===== config.mk =====
export PLATFORM = sky130hd
export DESIGN_NAME = multi_channel_join_fifo
export DESIGN_NICKNAME = d
export VERILOG_FILES = /design/src/rtl/mudkip_fifo_pkg.sv /design/src/rtl/join_fifo_lane.sv /design/src/rtl/multi_channel_join_fifo.sv
export SDC_FILE = /design/constraint.sdc
export NUM_CORES = 1
export LEC_CHECK = 0
export ABC_CLOCK_PERIOD_IN_PS = 6750
export CAP_MARGIN = 40
export CORE_ASPECT_RATIO = 2
export CORE_UTILIZATION = 55
export DETAILED_ROUTE_END_ITERATION = 10
export GPL_ROUTABILITY_DRIVEN = 0
export PLACE_DENSITY = 0.84
export SLEW_MARGIN = 10
export SYNTH_ARGS = -nofsm -noshare
export SYNTH_HDL_FRONTEND = slang
export SYNTH_SLANG_ARGS = --single-unit

===== constraint.sdc =====
create_clock -name clk -period 6.75 [get_ports clk]
set_clock_uncertainty 0.1 [all_clocks]
set_input_delay 0.675 -clock clk [delete_from_list [all_inputs] [get_ports clk]]
set_output_delay 0.675 -clock clk [all_outputs]
set_load 0.005 [all_outputs]

===== src/rtl/mudkip_fifo_pkg.sv =====
// Shared helpers for the mudkip FIFO family: occupancy width and lane slicing.
package mudkip_fifo_pkg;

  // Level counter width able to hold 0..depth inclusive.
  function automatic int unsigned lvl_w(input int unsigned depth);
    return int'($clog2(depth)) + 1;
  endfunction

  // Low bit of a lane inside a flat packed bus.
  function automatic int unsigned lane_lo(input int unsigned lane, input int unsigned width);
    return lane * width;
  endfunction

endpackage


===== src/rtl/join_fifo_lane.sv =====
// One channel of the join FIFO: first-word-fall-through storage with an explicit occupancy counter.
module join_fifo_lane
  import mudkip_fifo_pkg::*;
#(
  parameter int unsigned CH_WIDTH = 32,
  parameter int unsigned DEPTH    = 16
) (
  input  logic                      clk,
  input  logic                      rst,
  input  logic                      push,
  input  logic                      pop,
  input  logic                      flush,
  input  logic [CH_WIDTH-1:0]       wr_data,
  output logic [CH_WIDTH-1:0]       rd_data_c,
  output logic [lvl_w(DEPTH)-1:0]   level,
  output logic                      full_c,
  output logic                      empty_c
);

  localparam int unsigned AW = $clog2(DEPTH);
  localparam int unsigned LW = lvl_w(DEPTH);

  logic [CH_WIDTH-1:0] mem [DEPTH];
  logic [AW-1:0]       wr_ptr;
  logic [AW-1:0]       rd_ptr;

  // Pointers wrap naturally since DEPTH is a power of two.
  always_ff @(posedge clk or posedge rst) begin
    if (rst) begin
      wr_ptr <= '0;
      rd_ptr <= '0;
      level  <= '0;
    end else if (flush) begin
      wr_ptr <= '0;
      rd_ptr <= '0;
      level  <= '0;
    end else begin
      if (push) wr_ptr <= wr_ptr + AW'(1);
      if (pop)  rd_ptr <= rd_ptr + AW'(1);
      if (push && !pop)      level <= level + LW'(1);
      else if (!push && pop) level <= level - LW'(1);
    end
  end

  // Storage carries no reset; only the addressed entry is ever written.
  always_ff @(posedge clk) begin
    if (push && !flush) mem[wr_ptr] <= wr_data;
  end

  assign rd_data_c = mem[rd_ptr];
  assign full_c    = (level == LW'(DEPTH));
  assign empty_c   = (level == '0);

endmodule


===== src/rtl/multi_channel_join_fifo.sv =====
// Per-channel FIFOs joined into one wide word: the word is offered only when every channel has data.
module multi_channel_join_fifo
  import mudkip_fifo_pkg::*;
#(
  parameter int unsigned NUM_CH    = 2,
  parameter int unsigned CH_WIDTH  = 32,
  parameter int unsigned DEPTH     = 16,
  parameter int unsigned AF_THRESH = DEPTH - 2
) (
  input  logic                             clk,
  input  logic                             rst,
  input  logic [NUM_CH*CH_WIDTH-1:0]       in_data,
  input  logic [NUM_CH-1:0]                in_valid,
  output logic [NUM_CH-1:0]                in_ready,
  output logic [NUM_CH*CH_WIDTH-1:0]       out_data,
  output logic                             out_valid,
  input  logic                             out_ready,
  input  logic                             flush,
  output logic [NUM_CH*lvl_w(DEPTH)-1:0]   level,
  output logic [NUM_CH-1:0]                almost_full,
  output logic                             skew_err,
  input  logic                             clr_err
);

  localparam int unsigned LW = lvl_w(DEPTH);

  logic [NUM_CH-1:0] full_c;
  logic [NUM_CH-1:0] empty_c;
  logic [NUM_CH-1:0] push_c;
  logic              pop_c;
  logic              skew_set_c;

  assign in_ready   = ~full_c;
  assign push_c     = in_valid & in_ready & {NUM_CH{~flush}};
  assign out_valid  = ~(|empty_c);
  assign pop_c      = out_valid && out_ready && !flush;
  // With DEPTH >= 2 no lane is full and empty at once, so any-full && any-empty means two different lanes.
  assign skew_set_c = (|full_c) && (|empty_c);

  for (genvar i = 0; i < int'(NUM_CH); i++) begin : g_lane
    join_fifo_lane #(
      .CH_WIDTH (CH_WIDTH),
      .DEPTH    (DEPTH)
    ) u_lane (
      .clk       (clk),
      .rst       (rst),
      .push      (push_c[i]),
      .pop       (pop_c),
      .flush     (flush),
      .wr_data   (in_data[lane_lo(i, CH_WIDTH) +: CH_WIDTH]),
      .rd_data_c (out_data[lane_lo(i, CH_WIDTH) +: CH_WIDTH]),
      .level     (level[lane_lo(i, LW) +: LW]),
      .full_c    (full_c[i]),
      .empty_c   (empty_c[i])
    );

    assign almost_full[i] = (level[lane_lo(i, LW) +: LW] >= LW'(AF_THRESH));
  end

  // Sticky misalignment flag; a live set condition wins over clr_err.
  always_ff @(posedge clk or posedge rst) begin
    if (rst)             skew_err <= 1'b0;
    else if (skew_set_c) skew_err <= 1'b1;
    else if (clr_err)    skew_err <= 1'b0;
  end

endmodule


[Word-level counts from Yosys, hierarchy flattened]
Memories as Yosys holds them, arrays and structs flattened.
Cells that the tools add are included.
Cells by class
  muxes and demuxes: 20
  $add $sub $neg: 8
  equal/unequal tests: 2
  $lt $le $gt $ge: 2
  reductions and logical operators: 23
  bitwise logic cells: 5
Operator list (count)
  2-to-1 mux 4 bit: 8
  2-to-1 mux 5 bit: 6
  adder 4 x 1 -> 4 bit, second input constant: 4
  adder 5 x 1 -> 5 bit, second input constant: 2
  equality test 5 bit, second input constant: 2
  greater-or-equal comparator 5 x 4 -> 1 bit, second input constant: 2
  zero test 5 bit: 2
  subtractor 5 x 1 -> 5 bit, second input constant: 2
  logical AND 1 bit: 9
  nonzero test 2 bit: 4
  2-to-1 mux 1 bit: 6
  nonzero test 3 bit: 2
  AND 2 bit: 2
  zero test 1 bit: 4
  OR reduction 2 bit: 2
  inverter 1 bit: 2
  inverter 2 bit: 1
Word-level totals
  flip-flop bits (word level): 27
  RAM bits: 1024
  memories: 2
  output and inout bits: 80
  word-level logic and storage cells: 69
Memories
  g_lane[0].u_lane.mem: words 16, bits a word 32, rd ports 1, clocked after Yosys merged registers in 0, wr ports 1, line join_fifo_lane.sv:23  | logic [CH_WIDTH-1:0] mem [DEPTH];
  g_lane[1].u_lane.mem: words 16, bits a word 32, rd ports 1, clocked after Yosys merged registers in 0, wr ports 1, line join_fifo_lane.sv:23

[Logic depth before layout (Yosys ltp)]
Gate-level depths: netlist (run 1).
  word-level depth: 9
  gate-level depth with buffers: 10
  mapped depth without buffers: 9

[Modules after synthesis]
A second synthesis (run 1) with hierarchy kept.
Unflattened totals
  cell total of the unflattened synthesis: 1795
  area total of the unflattened synthesis: 40129.7 um2
Modules (own cells, without submodules)
  join_fifo_lane at g_lane[0].u_lane: area an instance 20030.5 um2, cells an instance 893, instances 1
  join_fifo_lane at g_lane[1].u_lane: area an instance 19997.9 um2, cells an instance 889, instances 1
  multi_channel_join_fifo: area an instance 101.3 um2, cells an instance 13, instances 1

[Worst setup path after synthesis (run 1)]
No wires, ideal clock.
  path type: input-to-reg
  from: input in_valid[1]
  to: memory g_lane[1].u_lane.mem[2][0] (enable)
  data required time: 6.189 ns
  stages on the path: 5
  buffers on the path: 1
  path slack: 2.646 ns
  data arrival time: 3.543 ns
  cell sequence: buf_2 -> o21ai_1 -> nor2_1 -> nand2_1 -> nor3_1
Between the ends
  cells in the longest elaborated chain, start to end: 5
Ends and longest elaborated chain
  start: declaration: line multi_channel_join_fifo.sv:13  | input logic [NUM_CH-1:0] in_valid,
  AND 2 bit (2 in series): line multi_channel_join_fifo.sv:34  | assign push_c = in_valid & in_ready & {NUM_CH{~flush}};
  logical AND 1 bit: line join_fifo_lane.sv:47  | if (push && !flush) mem[wr_ptr] <= wr_data;
  2-to-1 mux 1 bit: line join_fifo_lane.sv:47
  2-to-1 mux 1 bit (implied by the code): line join_fifo_lane.sv:47
  end: declaration: line join_fifo_lane.sv:23
No other way between the ends.

[Worst setup path after layout (run 1)]
  from: register g_lane[1].u_lane.rd_ptr[1]
  to: output out_data[45]
Between the ends
  cells in the longest elaborated chain, start to end: 1
Ends and longest elaborated chain
  start: declaration: line join_fifo_lane.sv:25  | logic [AW-1:0] rd_ptr;
  start signal: assignment: line join_fifo_lane.sv:39  | if (pop) rd_ptr <= rd_ptr + AW'(1);
  memory (16 x 32 bit)
  end: declaration: line multi_channel_join_fifo.sv:15  | output logic [NUM_CH*CH_WIDTH-1:0] out_data,
No other way between the ends.

==> reports/results.tsv, run 1 <==
metric	value	unit
io_pins	151	
synth_seq_area_share	77.29	%
critPathSlowestCell	dfrtp_4	
grtUsageTotal	24.82	%
fmax	0.2169	GHz
yosysWarnings	0	
path_clk_slew	0.07	ns
start_kind	register	
worst_pin_slew	0.8704	ns
min_path_type	input pin to async pin	
crit_fanout	54	
synth_edf_count	1024	
seqPwrFrac	49.9	%
drt-total-wl	90.91	mm
leakage	14.29	nW
clkPwrFrac	34.0	%
grt_pass1_vias	21400	
hold_viol_final	0	
post-route-util	63.64	%
critPathCaptureType	primary output	
total_power	0.01490	W
maxCapViolations	0	
synth.avg_cell_area	21.52	sq um
postRouteAntennaNets	0	
grt_max_degree	87	
die_w	194.3	um
cts_tree	built	
synth_flop_cell	edfxtp_1	
ys_async_sr_fraction	2.569	%
slew_violations	0	
crit_chain	buf_4, mux4_2, mux4_2, clkdlybuf4s50_1	
port_buffers	150	
post_cts_resized	0	
ir_drop	0.2429	mV
root_buffer	clkbuf_16	
dr.pass1.iters	6	
die_area	75080	sq um
vias	19890	
dp_cells	2916	
die_y	386.5	um
antenna_found_initial	7	
place_hpwl	48.84	mm
drive_gt1_share	22.81	%
setup_viol	0	
finalSetupTns	0	ns
combPwrFrac	16.1	%
critPathKind	register to primary output	
rows	140	
synth_cells	1889	
nets	2173	
coreArea	73050	sq um
p_sw	0.003504	W
whs	0.3317	ns
slowest_delay	0.93	ns
finalCritPeriodShare	68.31	%
p_per_area	320.5	nW/um^2
ctsHtreeMaxLevel	3	
clock_sink_count	1051	
internal-power	0.01140	W
cts_hold_buffers	0	
crit_arrival	3.84	ns
cp_common_cell	mux4_2	
grt_pass1_wl	134.6	mm
required	5.97	ns
drc	0	
cts_made_buffers	86	
grt-ovfl-total	0	
status	complete, no violations	
postCtsSetupBuffers	0	
grt_setup_unrepaired	no	
synthesis.area	40660	sq um
final-instance-count-excl-fill	3074	
clock_latency	0.66	ns
area_growth	14.34	%
cts_buffer_depth	3	
relSlewSlack	41.97	%
min_period	4.611	ns
yosys_register_bits	1051	
vias_per_cell	6.470	
yosysUniqueCellTypes	47	
switching_share	23.52	%
synth_fp_nets	1980	
drt_iter0_drc	1764	
wl_per_cell	29.57	um
start_util	55.66	%
[Yosys cell counts (2+ instances only)]
library cell,number,area [sq um]
o21ai_0,68,340.3
nor3_1,5,25.02
mux2_2,32,360.4
a221oi_1,32,280.3
a211oi_1,3,22.52
nor2_1,53,198.9
mux4_2,224,5045
buf_1,12,45.04
nor4_4,2,42.54
and3_1,2,12.51
xnor2_1,6,52.55
buf_2,35,175.2
nand4_1,2,12.51
ha_1,18,225.2
a22oi_1,33,247.7
nand2b_1,2,12.51
nand3_1,10,50.05
clkbuf_1,48,180.2
xor2_1,11,96.34
o21ai_1,3,15.01
fa_1,2,40.04
nand2_1,56,210.2
dfrtp_1,27,675.7
a221oi_4,2,52.55
inv_1,8,30.03
edfxtp_1,1024,30750
a21oi_1,42,210.2
or3_1,4,25.02
mux2i_1,103,1031
o32a_1,2,20.02
nor4_1,2,12.51
[through the flow]
step,worst slack (ns),area (sq um)
2_1_floorplan,2.646,40660
3_3_place_gp,2.666,43540
3_5_place_dp,2.781,43610
4_1_cts,2.050,46450
5_1_grt,1.969,46480
6_report,2.139,46490
[cell type report]
class                           count  area, sq um
Sequential cell                  1051        31440
Fill cell                        4598        26560
Multi-Input combinational cell    731         9014
Clock buffer                      111         2360
Timing Repair Buffer              203         1992
Tap cell                          923         1155
Clock inverter                     43        483.0
Inverter                            9        33.78
Antenna cell                        3        7.507
[final timing paths]
path | startpoint | end | slack (ns) | cells after the start
worst max-delay path | g_lane[1].u_lane.rd_ptr[1]$_DFFE_PP0P_ | out_data[45] | 2.14 | 4
worst min-delay path | rst | g_lane[0].u_lane.wr_ptr[0]$_DFFE_PP0P_ | 0.33 | 3
worst max register to register | g_lane[0].u_lane.level[0]$_DFFE_PP0P_ | g_lane[1].u_lane.level[4]$_DFFE_PP0P_ | 3.36 | 9
worst min register to register | skew_err$_DFFE_PP0P_ | skew_err$_DFFE_PP0P_ | 0.44 | 2
max in group asynchronous | rst | g_lane[0].u_lane.rd_ptr[0]$_DFFE_PP0P_ | 5.87 | 3
min in group clk | skew_err$_DFFE_PP0P_ | skew_err$_DFFE_PP0P_ | 0.44 | 2
[registers in the layout, summed over array words and instances (netlist names)]
| register | cells |
|---|---|
| g_lane.u_lane.level | 10 |
| g_lane.u_lane.rd_ptr | 8 |
| skew_err | 1 |
| g_lane.u_lane.wr_ptr | 8 |
| g_lane.u_lane.mem | 1024 |
[logic make-up after synthesis]
kind of cell,after synthesis,synth area share (%)
adders and majority gates,20,0.6524
and+or+nand+nor,144,1.597
muxes,359,15.83
AOI/OAI and AO/OA,191,3.133
buffers and inverters,107,1.126
xor gates and xnor gates,17,0.3662
DFF,1051,77.29
[critical path, delay by kind of cell, from the launching register on]
kind | cells | cell delay [ns]
buffers and inverters | 2 | 1.26
flip-flops | 1 | 0.93
multiplexers | 2 | 0.90
[cell usage in the layout (no fill, tap or decap), types with 3 or more instances in the layout]
| master | count |
|---|---|
| dfrtp_2 | 4 |
| buf_4 | 47 |
| xor2_1 | 11 |
| inv_1 | 8 |
| mux2i_1 | 103 |
| nor2_4 | 28 |
| ha_1 | 18 |
| clkinv_4 | 3 |
| buf_16 | 3 |
| bufinv_16 | 9 |
| clkinv_2 | 11 |
| mux4_2 | 224 |
| clkbuf_8 | 5 |
| edfxtp_1 | 1024 |
| clkdlybuf4s50_1 | 150 |
| clkbuf_16 | 89 |
| mux2_2 | 32 |
| clkinv_1 | 8 |
| nand3_1 | 10 |
| nand2_1 | 55 |
| dfrtp_1 | 20 |
| a22oi_1 | 33 |
| xnor2_1 | 6 |
| clkbuf_1 | 17 |
| a221oi_1 | 32 |
| nor2_1 | 25 |
| o21ai_0 | 68 |
| a21oi_1 | 42 |
| dfrtp_4 | 3 |
| clkinvlp_4 | 9 |
| diode_2 | 3 |
| nor3_2 | 4 |
| a211oi_1 | 3 |
| o21ai_1 | 3 |
| or3_1 | 4 |
[per-layer routing]
| layer | part of all wire (%) | vias up | global-route usage (%) |
|---|---|---|---|
| li1 | - | 8265 | - |
| met1 | 33 | 10300 | 27.60 |
| met2 | 54 | 1039 | 44.96 |
| met3 | 7.8 | 277 | 4.228 |
| met4 | 4.7 | 8 | 13.54 |
| met5 | 0.059 | - | 0 |
[power by group through the flow]
stage | combinational [W] | clock (W) | sequential (W)
final | 0.00240 | 0.00507 | 0.00744
after global routing | 0.00255 | 0.00537 | 0.00745
after CTS | 0.00238 | 0.00514 | 0.00747
after detailed placement | 0.00235 | 0 | 0.00761
after global placement | 0.00222 | 0 | 0.00763
after floorplan | 0.00159 | 0 | 0.00750
No activity file was read; power rests on OpenSTA's default activity.
==> inputs of run 2 (changes only) <==
--- a/config.mk
+++ b/config.mk
@@ -5,7 +5,7 @@
 export SDC_FILE = /design/constraint.sdc
 export NUM_CORES = 1
 export LEC_CHECK = 0
-export ABC_CLOCK_PERIOD_IN_PS = 6750
+export ABC_CLOCK_PERIOD_IN_PS = 4820
 export CAP_MARGIN = 40
 export CORE_ASPECT_RATIO = 2
 export CORE_UTILIZATION = 55
==> constraint.sdc (replaced) <==
create_clock -name clk -period 4.82 [get_ports clk]
set_clock_uncertainty 0.1 [all_clocks]
set_input_delay 0.482 -clock clk [delete_from_list [all_inputs] [get_ports clk]]
set_output_delay 0.482 -clock clk [all_outputs]
set_load 0.005 [all_outputs]
==> reports/results.tsv, run 2 (same netlist as run 1, synthesis figures left out) <==
metric	value	unit
status	complete, no violations	
grt-ovfl-total	0	
dr.pass1.iters	5	
coreArea	73050	sq um
nFillCells	4547	
critPathSlowestCell	dfrtp_2	
postCtsSetupBuffers	0	
critPathKind	register to primary output	
cts_buffer_depth	3	
slowest_delay	0.65	ns
total_power	0.02049	W
nets	2194	
worst_pin_slew	0.8721	ns
dr_wl_met3	5.889	mm
path_clk_slew	0.07	ns
start_util	55.66	%
vias	19830	
maxCapViolations	0	
largest_reg_flops	1024	
start_kind	register	
die_w	194.3	um
min_period	4.261	ns
crit_fanout	23	
largest_register	g_lane.u_lane.mem	
wl_met1	29.47	mm
fmax	0.2347	GHz
wl_met2	52.05	mm
post_cts_resized	0	
rrSetupSlack	1.37	ns
die_area	75080	sq um
root_buffer	clkbuf_16	
relSlewSlack	41.72	%
crit_chain	and2_1, buf_4, a221oi_1, o21ai_0, nand2_1, clkdlybuf4s50_1	
clock_sink_count	1051	
setup_viol	0	
required	4.24	ns
drt-total-wl	91.86	mm
min_path_type	input pin to async pin	
drt_iter0_drc	1466	
drive_gt1_share	23.09	%
postRouteAntennaNets	0	
leakage	14.34	nW
port_buffers	150	
p_per_area	439.5	nW/um^2
area_growth	14.67	%
rows	140	
multiInputGateArea	9011	sq um
wl_per_cell	29.73	um
crit_arrival	3.68	ns
ctsHtreeMaxLevel	3	
io_pins	151	
grt_pass1_wl	134.7	mm
cts_made_buffers	86	
finalSetupTns	0	ns
maxUsedRoutingLayer	met5	
vias_per_cell	6.418	
top_regs	g_lane.u_lane.mem: 1024 flops, g_lane.u_lane.level: 10 flops	
drc	0	
cts_tree	built	
finalCritPeriodShare	88.40	%
seq_area	31440	sq um
grt_max_degree	54	
grtUsageTotal	24.92	%
mostFrequentLayoutCells	edfxtp_1, mux4_2, clkdlybuf4s50_1	
antenna_found_initial	5	
clock_latency	0.67	ns
grt_setup_unrepaired	no	
ir_drop	0.4078	mV
place_hpwl	55.40	mm
critPathCaptureType	primary output	
layout_commonest_cell	edfxtp_1	
slew_violations	0	
die_y	386.5	um
cts_hold_buffers	0	
grt_pass1_vias	21540	
hold_viol_final	0	
run 2: changes by cell type in the layout (fill, tap and decap cells not counted), moves of 2 or more:
cell,change
buf_12,+20
clkinv_1,+8
bufinv_16,-5
clkbuf_8,-5
clkinvlp_4,-4
clkbuf_16,-3
clkinv_4,+3
buf_4,+2
inv_6,+2
run 2: area by class of cell:
cell class	instances	share of cell area (%)
Antenna cell	2	0.01074
Inverter	9	0.07246
Clock inverter	48	0.8186
Timing Repair Buffer	224	5.105
Tap cell	923	2.477
Multi-Input combinational cell	731	19.33
Sequential cell	1051	67.44
Clock buffer	102	4.745
run 2: worst max-delay path: cells and delay by family, from the launching register on:
kind | cells | cell delay, ns
buf+inv | 2 | 0.89
compound gates | 2 | 0.85
flops | 1 | 0.65
simple gates | 2 | 0.61
run 2: routing by layer:
| layer | GRT usage, % | vias up |
|---|---|---|
| met4 | 14.40 | 4 |
| li1 | - | 8292 |
| met1 | 26.06 | 10280 |
| met3 | 3.731 | 259 |
| met2 | 46.87 | 1003 |
| met5 | 0 | - |
run 2: where the power goes:
part | switching, W | internal [W] | leakage (nW) | total, W
Clock | 0.00310 | 0.00351 | 1.26 | 0.00661
Combinational | 0.00157 | 0.00183 | 3.50 | 0.00340
Sequential | 0.000272 | 0.0102 | 9.58 | 0.0105
Total | 0.00494 | 0.0155 | 14.3 | 0.0205
run 2: per-stage QoR:
stage | cell area, sq um | std cells | hold WS (ns) | utilization [%] | worst slack, ns
floorplan | 40660 | 1889 | 0.4173 | - | 0.8905
global placement | 43900 | 2932 | 0.4114 | 60.10 | 0.8577
detailed placement | 44020 | 2938 | 0.4191 | 60.27 | 1.246
CTS | 46610 | 3088 | 0.2270 | 63.82 | 0.5650
global route | 46620 | 3090 | 0.2664 | 63.82 | 0.4653
finish | 46620 | 3090 | 0.2526 | 63.82 | 0.5593
run 2: path summary, 6_finish.rpt:
| kind | startpoint | endpoint | depth (start not counted) |
|---|---|---|---|
| hold reg to reg | skew_err$_DFFE_PP0P_ | skew_err$_DFFE_PP0P_ | 2 |
| min in group clk | clr_err | skew_err$_DFFE_PP0P_ | 2 |
| max in group asynchronous | rst | g_lane[1].u_lane.rd_ptr[1]$_DFFE_PP0P_ | 2 |
| setup reg to reg | g_lane[0].u_lane.level[0]$_DFFE_PP0P_ | g_lane[1].u_lane.level[4]$_DFFE_PP0P_ | 10 |
| setup / recovery | g_lane[0].u_lane.rd_ptr[1]$_DFFE_PP0P_ | out_data[26] | 6 |
| hold / removal | rst | g_lane[1].u_lane.rd_ptr[2]$_DFFE_PP0P_ | 2 |
